==> config.mk <==
export PLATFORM = sky130hd
export DESIGN_NAME = ascon_ctrl_fsm
export DESIGN_NICKNAME = d
export VERILOG_FILES = /design/src/rtl/ascon_ctrl_fsm.sv
export SDC_FILE = /design/constraint.sdc
export NUM_CORES = 1
export LEC_CHECK = 0
export ABC_AREA = 1
export CAP_MARGIN = 40
export CORE_UTILIZATION = 48
export CTS_BUF_LIST = sky130_fd_sc_hd__clkbuf_4 sky130_fd_sc_hd__clkbuf_8
export CTS_CLUSTER_DIAMETER = 50
export DETAILED_ROUTE_END_ITERATION = 16
export PLACE_DENSITY = 0.79
export SLEW_MARGIN = 10
export SYNTH_ARGS = -nofsm -noshare
export SYNTH_HDL_FRONTEND = slang
export SYNTH_SLANG_ARGS = --single-unit
export TNS_END_PERCENT = 1
==> constraint.sdc <==
create_clock -name clock -period 1.27 [get_ports clock]
set_clock_uncertainty 0.05 [all_clocks]
set_input_delay 0.1905 -clock clock [delete_from_list [all_inputs] [get_ports clock]]
set_output_delay 0.1905 -clock clock [all_outputs]
set_load 0.01 [all_outputs]
==> src/rtl/ascon_ctrl_fsm.sv <==
// Ascon AEAD control FSM: sequences init, AD, PT and finalisation phases of the
// permutation datapath. Defining ASCON_FSM_ABORT_EN adds the i_abort/o_aborted pair.
module ascon_ctrl_fsm #(
  parameter int ROUNDS_A = 12,
  parameter int ROUNDS_B = 6,
  parameter int BLK_W    = 8
) (
  input  logic             clock,
  input  logic             reset_n,
  input  logic             i_sys_enable,
  input  logic             i_start,
  input  logic             i_decrypt,
  input  logic [BLK_W-1:0] i_ad_blocks,
  input  logic [BLK_W-1:0] i_pt_blocks,
  input  logic             i_data_valid,
  output logic             o_data_ready,
  output logic             o_busy,
  output logic             o_sel_init,
  output logic             o_state_en,
  output logic             o_perm_en,
  output logic [3:0]       o_round_idx,
  output logic             o_xor_data,
  output logic             o_replace_rate,
  output logic             o_xor_key_begin,
  output logic             o_xor_key_end,
  output logic             o_xor_dsep,
  output logic             o_cipher_en,
  output logic             o_cipher_valid,
  output logic             o_tag_en,
  output logic             o_done,
  output logic [3:0]       o_dbg_state
`ifdef ASCON_FSM_ABORT_EN
  ,
  input  logic             i_abort,
  output logic             o_aborted
`endif
);

  typedef enum logic [3:0] {
    ST_IDLE, ST_CONFIG, ST_INIT_RND, ST_INIT_END, ST_AD_WAIT, ST_AD_RND,
    ST_DSEP, ST_PT_WAIT, ST_PT_RND, ST_FIN_KEY, ST_FIN_RND, ST_FIN_END
  } state_e;

  localparam logic [3:0]       LAST_A = 4'(ROUNDS_A - 1);
  localparam logic [3:0]       LAST_B = 4'(ROUNDS_B - 1);
  localparam logic [3:0]       BASE_A = 4'(12 - ROUNDS_A);
  localparam logic [3:0]       BASE_B = 4'(12 - ROUNDS_B);
  localparam logic [BLK_W-1:0] ONE    = BLK_W'(1);

  state_e           state_q, state_d;
  logic [3:0]       rcnt_q, rcnt_d;
  logic [BLK_W-1:0] ad_cnt_q, ad_cnt_d;
  logic [BLK_W-1:0] pt_cnt_q, pt_cnt_d;
  logic             decrypt_q, decrypt_d;
  logic             cipher_valid_q, cipher_valid_d;
  logic             force_idle;

`ifdef ASCON_FSM_ABORT_EN
  logic aborted_q, aborted_d;
  assign aborted_d  = i_abort && (state_q != ST_IDLE);
  assign force_idle = !i_sys_enable || aborted_d;
  assign o_aborted  = aborted_q;
`else
  assign force_idle = !i_sys_enable;
`endif

  assign o_cipher_valid = cipher_valid_q;
  assign o_dbg_state    = state_q;

  always_ff @(posedge clock or negedge reset_n) begin
    if (!reset_n) begin
      state_q        <= ST_IDLE;
      rcnt_q         <= '0;
      ad_cnt_q       <= '0;
      pt_cnt_q       <= '0;
      decrypt_q      <= 1'b0;
      cipher_valid_q <= 1'b0;
`ifdef ASCON_FSM_ABORT_EN
      aborted_q      <= 1'b0;
`endif
    end else begin
      state_q        <= state_d;
      rcnt_q         <= rcnt_d;
      ad_cnt_q       <= ad_cnt_d;
      pt_cnt_q       <= pt_cnt_d;
      decrypt_q      <= decrypt_d;
      cipher_valid_q <= cipher_valid_d;
`ifdef ASCON_FSM_ABORT_EN
      aborted_q      <= aborted_d;
`endif
    end
  end

  // Data handshake: a word is consumed in the cycle where o_data_ready and
  // i_data_valid are both high; valid may rise or fall at any time, ready is
  // high for the whole of each WAIT state.
  always_comb begin
    state_d         = state_q;
    rcnt_d          = rcnt_q;
    ad_cnt_d        = ad_cnt_q;
    pt_cnt_d        = pt_cnt_q;
    decrypt_d       = decrypt_q;
    o_busy          = (state_q != ST_IDLE);
    o_data_ready    = 1'b0;
    o_sel_init      = 1'b0;
    o_state_en      = 1'b0;
    o_perm_en       = 1'b0;
    o_round_idx     = '0;
    o_xor_data      = 1'b0;
    o_replace_rate  = 1'b0;
    o_xor_key_begin = 1'b0;
    o_xor_key_end   = 1'b0;
    o_xor_dsep      = 1'b0;
    o_cipher_en     = 1'b0;
    o_tag_en        = 1'b0;
    o_done          = 1'b0;

    case (state_q)
      ST_IDLE: begin
        if (i_start) begin
          decrypt_d = i_decrypt;
          ad_cnt_d  = i_ad_blocks;
          pt_cnt_d  = (i_pt_blocks == '0) ? ONE : i_pt_blocks;
          state_d   = ST_CONFIG;
        end
      end
      ST_CONFIG: begin
        o_sel_init = 1'b1;
        o_state_en = 1'b1;
        state_d    = ST_INIT_RND;
      end
      ST_INIT_RND, ST_FIN_RND: begin
        o_perm_en   = 1'b1;
        o_state_en  = 1'b1;
        o_round_idx = BASE_A + rcnt_q;
        if (rcnt_q == LAST_A) begin
          rcnt_d  = '0;
          state_d = (state_q == ST_INIT_RND) ? ST_INIT_END : ST_FIN_END;
        end else begin
          rcnt_d = rcnt_q + 4'd1;
        end
      end
      ST_AD_RND, ST_PT_RND: begin
        o_perm_en   = 1'b1;
        o_state_en  = 1'b1;
        o_round_idx = BASE_B + rcnt_q;
        if (rcnt_q == LAST_B) begin
          rcnt_d = '0;
          if (state_q == ST_PT_RND) state_d = ST_PT_WAIT;
          else                      state_d = (ad_cnt_q != '0) ? ST_AD_WAIT : ST_DSEP;
        end else begin
          rcnt_d = rcnt_q + 4'd1;
        end
      end
      ST_INIT_END: begin
        o_xor_key_end = 1'b1;
        o_state_en    = 1'b1;
        state_d       = (ad_cnt_q != '0) ? ST_AD_WAIT : ST_DSEP;
      end
      ST_AD_WAIT: begin
        o_data_ready = 1'b1;
        if (i_data_valid) begin
          o_xor_data = 1'b1;
          o_state_en = 1'b1;
          ad_cnt_d   = ad_cnt_q - ONE;
          state_d    = ST_AD_RND;
        end
      end
      ST_DSEP: begin
        o_xor_dsep = 1'b1;
        o_state_en = 1'b1;
        state_d    = ST_PT_WAIT;
      end
      ST_PT_WAIT: begin
        o_data_ready = 1'b1;
        if (i_data_valid) begin
          o_xor_data     = !decrypt_q;
          o_replace_rate = decrypt_q;
          o_cipher_en    = 1'b1;
          o_state_en     = 1'b1;
          pt_cnt_d       = pt_cnt_q - ONE;
          // The last block goes straight to finalisation without a permutation.
          state_d        = (pt_cnt_q > ONE) ? ST_PT_RND : ST_FIN_KEY;
        end
      end
      ST_FIN_KEY: begin
        o_xor_key_begin = 1'b1;
        o_state_en      = 1'b1;
        state_d         = ST_FIN_RND;
      end
      ST_FIN_END: begin
        o_xor_key_end = 1'b1;
        o_state_en    = 1'b1;
        o_tag_en      = 1'b1;
        o_done        = 1'b1;
        state_d       = ST_IDLE;
      end
      default: state_d = ST_IDLE;
    endcase

    cipher_valid_d = o_cipher_en;

`ifdef ASCON_FSM_ABORT_EN
    if (i_abort) o_done = 1'b0;
`endif

    if (force_idle) begin
      state_d        = ST_IDLE;
      rcnt_d         = '0;
      ad_cnt_d       = '0;
      pt_cnt_d       = '0;
      cipher_valid_d = 1'b0;
    end
  end

endmodule

==> flow_metrics.py <==
metrics = {
    "critical_path": {
        "max_stage_delay_ns": 0.48,
        "r2r_cells": 12,
        "cp_slowest_cell": "dfrtp_2",
        "critical-path-top-delay-family": "flip-flops",
        "cp_common_cell": "nand2_2",
        "crit_path_max_fanout": 5,
        "r2r-end": "o_dbg_state[1]",
        "r2r_start": "o_dbg_state[1]",
        "crit_buf_inv": 4,
        "reg2reg_slack_ns": -0.46,
        "critical_path_required_ns": 1.03,
        "crit_path_end_kind": "output port",
        "crit_start": "o_dbg_state[1]",
        "arrival_ns": 1.56,
        "setup.worst_path.start_class": "register",
        "worstSetupPathType": "register to output port",
        "crit_chain": "buf_6 -> inv_4 -> nand2_2 -> nor2_4 -> inv_2 -> nand2_2 -> nand2_2 -> a21oi_2 -> buf_2",
    },
    "routing": {
        "viasPerCell": 5.37,
        "drt_iter0_drc": 185,
        "dr.pass1.iters": 5,
        "antenna_left": 0,
        "num_vias": 2596,
        "drcViolationCount": 0,
        "routed_wl_microns": 6900,
        "wl_per_cell_microns": 14.3,
    },
    "clock_network": {
        "clockBufferDepth": 2,
        "cts.sinks": 26,
        "h-tree-depth": 1,
        "cts_tree": "built",
        "clk_root_buffer_cell": "clkbuf_8",
        "clk_pin_slew_worst_paths_ns": 0.10,
        "numCtsBuffers": 3,
        "clkLatencyLatePin_ns": 0.28,
    },
    "final_layout": {
        "layout.cells.non_filler": 483,
        "n_fill_cell": 253,
        "syn_to_final_growth_pct": 65.0,
        "antenna_cells": 0,
        "nets": 463,
        "drive_gt1_share_pct": 41.3,
        "finalInstanceArea_sq_um": 3380,
    },
    "yosys": {
        "ys_seq_area_share_pct": 31.7,
        "syn_avg_cell_area_sq_um": 6.53,
        "synth-seq-cells": 26,
        "yosys_warnings": 0,
        "synth_nets": 343,
        "syn_inst": 314,
        "synth_cell_types": 31,
        "synth_area_sq_um": 2050,
    },
    "outcome": {
        "failed_checks": "setup timing",
        "status": "complete, but fails checks",
    },
    "die": {
        "num_io_pins": 44,
        "fp.dieW_microns": 67.3,
        "dieArea_sq_um": 4540,
        "initial_core_util_pct": 50.5,
        "die_h_microns": 67.3,
        "rows": 23,
        "core_area_sq_um": 4060,
    },
    "global_routing": {
        "grt_overflow": 0,
        "grt_pass1_vias": 2555,
        "grt_max_degree": 27,
        "grt_util_all_layers_pct": 32.7,
        "grt_antenna_before_repair": 0,
        "grt_pass1_wl_microns": 11100,
    },
    "timing": {
        "rsz0062_at_grt": "true",
        "slew_viol_final": 0,
        "period_share_pct": 142,
        "hold_viol_final": 0,
        "fin_tns_setup_ns": -14.72,
        "fmax_mhz": 556,
        "worst_pin_slew_ns": 0.349,
        "slew_headroom_pct": 76.7,
        "fin_ws_ns": -0.529,
        "setup_viol": 45,
        "fin_crit_ns": 1.80,
    },
    "power_and_ir_drop": {
        "p_leak_nw": 1.78,
        "p_total_mw": 6.41,
        "ir_worst_vdd_v": 0.000871,
        "power.density_nw_per_um2": 1900,
    },
    "place": {
        "dp.cells": 470,
        "place_area_sq_um": 3110,
        "gp_congestion": 0.939,
        "io_buffers": 43,
        "dp_hpwl_microns": 4690,
        "post-place-ws_ns": -0.598,
    },
    "job": {
        "maxCapViolCount": 0,
    },
    "hold_path": {
        "hold_path.class": "input port to asynchronous set/reset pin",
    },
}
==> layout make-up <==
| cell class | count | area [sq um] | area share (%) |
|---|---|---|---|
| Clock buffer | 3 | 41.3 | 1.22 |
| Clock inverter | 1 | 30.0 | 0.888 |
| Inverter | 44 | 175 | 5.18 |
| Multi-Input combinational cell | 239 | 1410 | 41.8 |
| Sequential cell | 26 | 656 | 19.4 |
| Tap cell | 50 | 62.6 | 1.85 |
| Timing Repair Buffer | 120 | 1000 | 29.6 |
==> synth_stat cells, drive strengths merged <==
library cell,n,area share (%)
o21a,1,0.37
a22oi,1,0.37
o21ai,30,7.9
xnor2,3,1.3
xor2,1,0.43
nand2,92,18
nand4,2,0.61
inv,44,8.2
buf,5,1.6
o211ai,2,0.73
o2111ai,1,0.43
nor3,3,0.73
a21oi,9,2.2
ha,7,4.3
or2,6,1.8
dfrtp,26,32
o22ai,2,0.61
nor2,43,9.2
nand3,36,9.9
==> how the worst max path moves through the flow <==
stage / slack [ns] / endpoint / cells past startpoint
4_1_cts: -0.51 / o_state_en / 7
2_1_floorplan: -0.11 / rcnt_q[1] / 7
5_1_grt: -0.59 / o_round_idx[0] / 7
6_report: -0.53 / o_xor_data / 9
3_5_place_dp: -0.60 / o_state_en / 6
3_3_place_gp: -0.56 / o_state_en / 6
==> worst register-to-register path, cell delays in order, from the launching register on <==
cell and delay, ns:
dfrtp_2 0.48, buf_6 0.15, nand2_4 0.06, buf_6 0.10, inv_2 0.03, a22oi_2 0.14
buf_4 0.14, buf_4 0.09, buf_4 0.09, buf_4 0.09, nand2_1 0.07, nand3_2 0.09
nand2_1 0.05
==> registers in the layout (all words and copies together), names as in the netlist <==
signal / count
rcnt_q: 4
decrypt_q: 1
o_dbg_state: 4
ad_cnt_q: 8
pt_cnt_q: 8
o_cipher_valid: 1
==> kinds of logic (layout without fill, tap and decap cells) <==
| logic type | count (synthesis) | count (layout) | synth area share [%] |
|---|---|---|---|
| XOR/XNOR | 4 | 4 | 1.71 |
| buffers and inverters | 49 | 168 | 9.83 |
| adder cells (fa/ha/maj) | 7 | 7 | 4.27 |
| flip-flops | 26 | 26 | 31.7 |
| AO/OA/AOI/OAI | 46 | 46 | 12.6 |
| AND/OR/NAND/NOR | 182 | 182 | 39.9 |
==> metrics by stage <==
| step | util (%) | hold WS, ns |
|---|---|---|
| final | 83.3 | 0.206 |
| after global placement | 76.7 | 0.442 |
| after detailed placement | 76.7 | 0.437 |
| after CTS | 82.3 | 0.209 |
| after floorplan | - | -0.155 |
| after global routing | 83.3 | 0.221 |
==> metal layers <==
| layer | GRT usage, % | part of all wire, % | routed length (microns) | up-vias |
|---|---|---|---|---|
| met2 | 57.6 | 51 | 3550 | 112 |
| li1 | - | - | - | 1243 |
| met4 | 14.9 | 3.2 | 223 | 0 |
| met3 | 4.05 | 4.9 | 338 | 26 |
| met1 | 39.4 | 40 | 2790 | 1215 |
| met5 | 0 | 0 | 0 | - |
==> report_power, final <==
part | leakage [nW] | switching, mW | internal (mW) | total, mW
registers | 0.335 | 0.294 | 1.10 | 1.40
logic | 1.41 | 2.26 | 2.04 | 4.30
clock network | 0.0357 | 0.291 | 0.423 | 0.713
==> cells in the final DEF (no fill, tap or decap), types with 2 or more instances in the layout <==
| cell | count |
|---|---|
| nand2_1 | 75 |
| buf_4 | 67 |
| inv_1 | 31 |
| nand3_1 | 29 |
| nor2_1 | 27 |
| dfrtp_1 | 22 |
| clkdlybuf4s50_1 | 21 |
| o21ai_0 | 16 |
| buf_6 | 14 |
| buf_2 | 12 |
| nand2_2 | 11 |
| nor2_4 | 10 |
| inv_2 | 9 |
| o21ai_1 | 9 |
| a21oi_1 | 7 |
| ha_1 | 7 |
| nand2_4 | 6 |
| nor2_2 | 6 |
| or2_2 | 6 |
| o21ai_2 | 5 |
| inv_4 | 4 |
| nand3_2 | 4 |
| dfrtp_2 | 4 |
| nor3_2 | 3 |
| nand3_4 | 3 |
| clkbuf_8 | 3 |
| clkdlybuf4s15_2 | 3 |
| o22ai_2 | 2 |
| a21oi_2 | 2 |
| xnor2_1 | 2 |
| o211ai_1 | 2 |
| nand4_1 | 2 |
| dlygate4sd2_1 | 2 |
==> timing repair <==
| item | 4_1_cts | 5_1_grt |
|---|---|---|
| buffers inserted | 9 | 0 |
| pin swaps | 11 | 4 |
| hold buffers | 0 | 0 |
| cloned | 0 | 0 |
| endpoints found under the setup margin | 48 | 47 |
| resized for setup | 127 | 14 |
No activity file was read; power rests on OpenSTA's default activity.
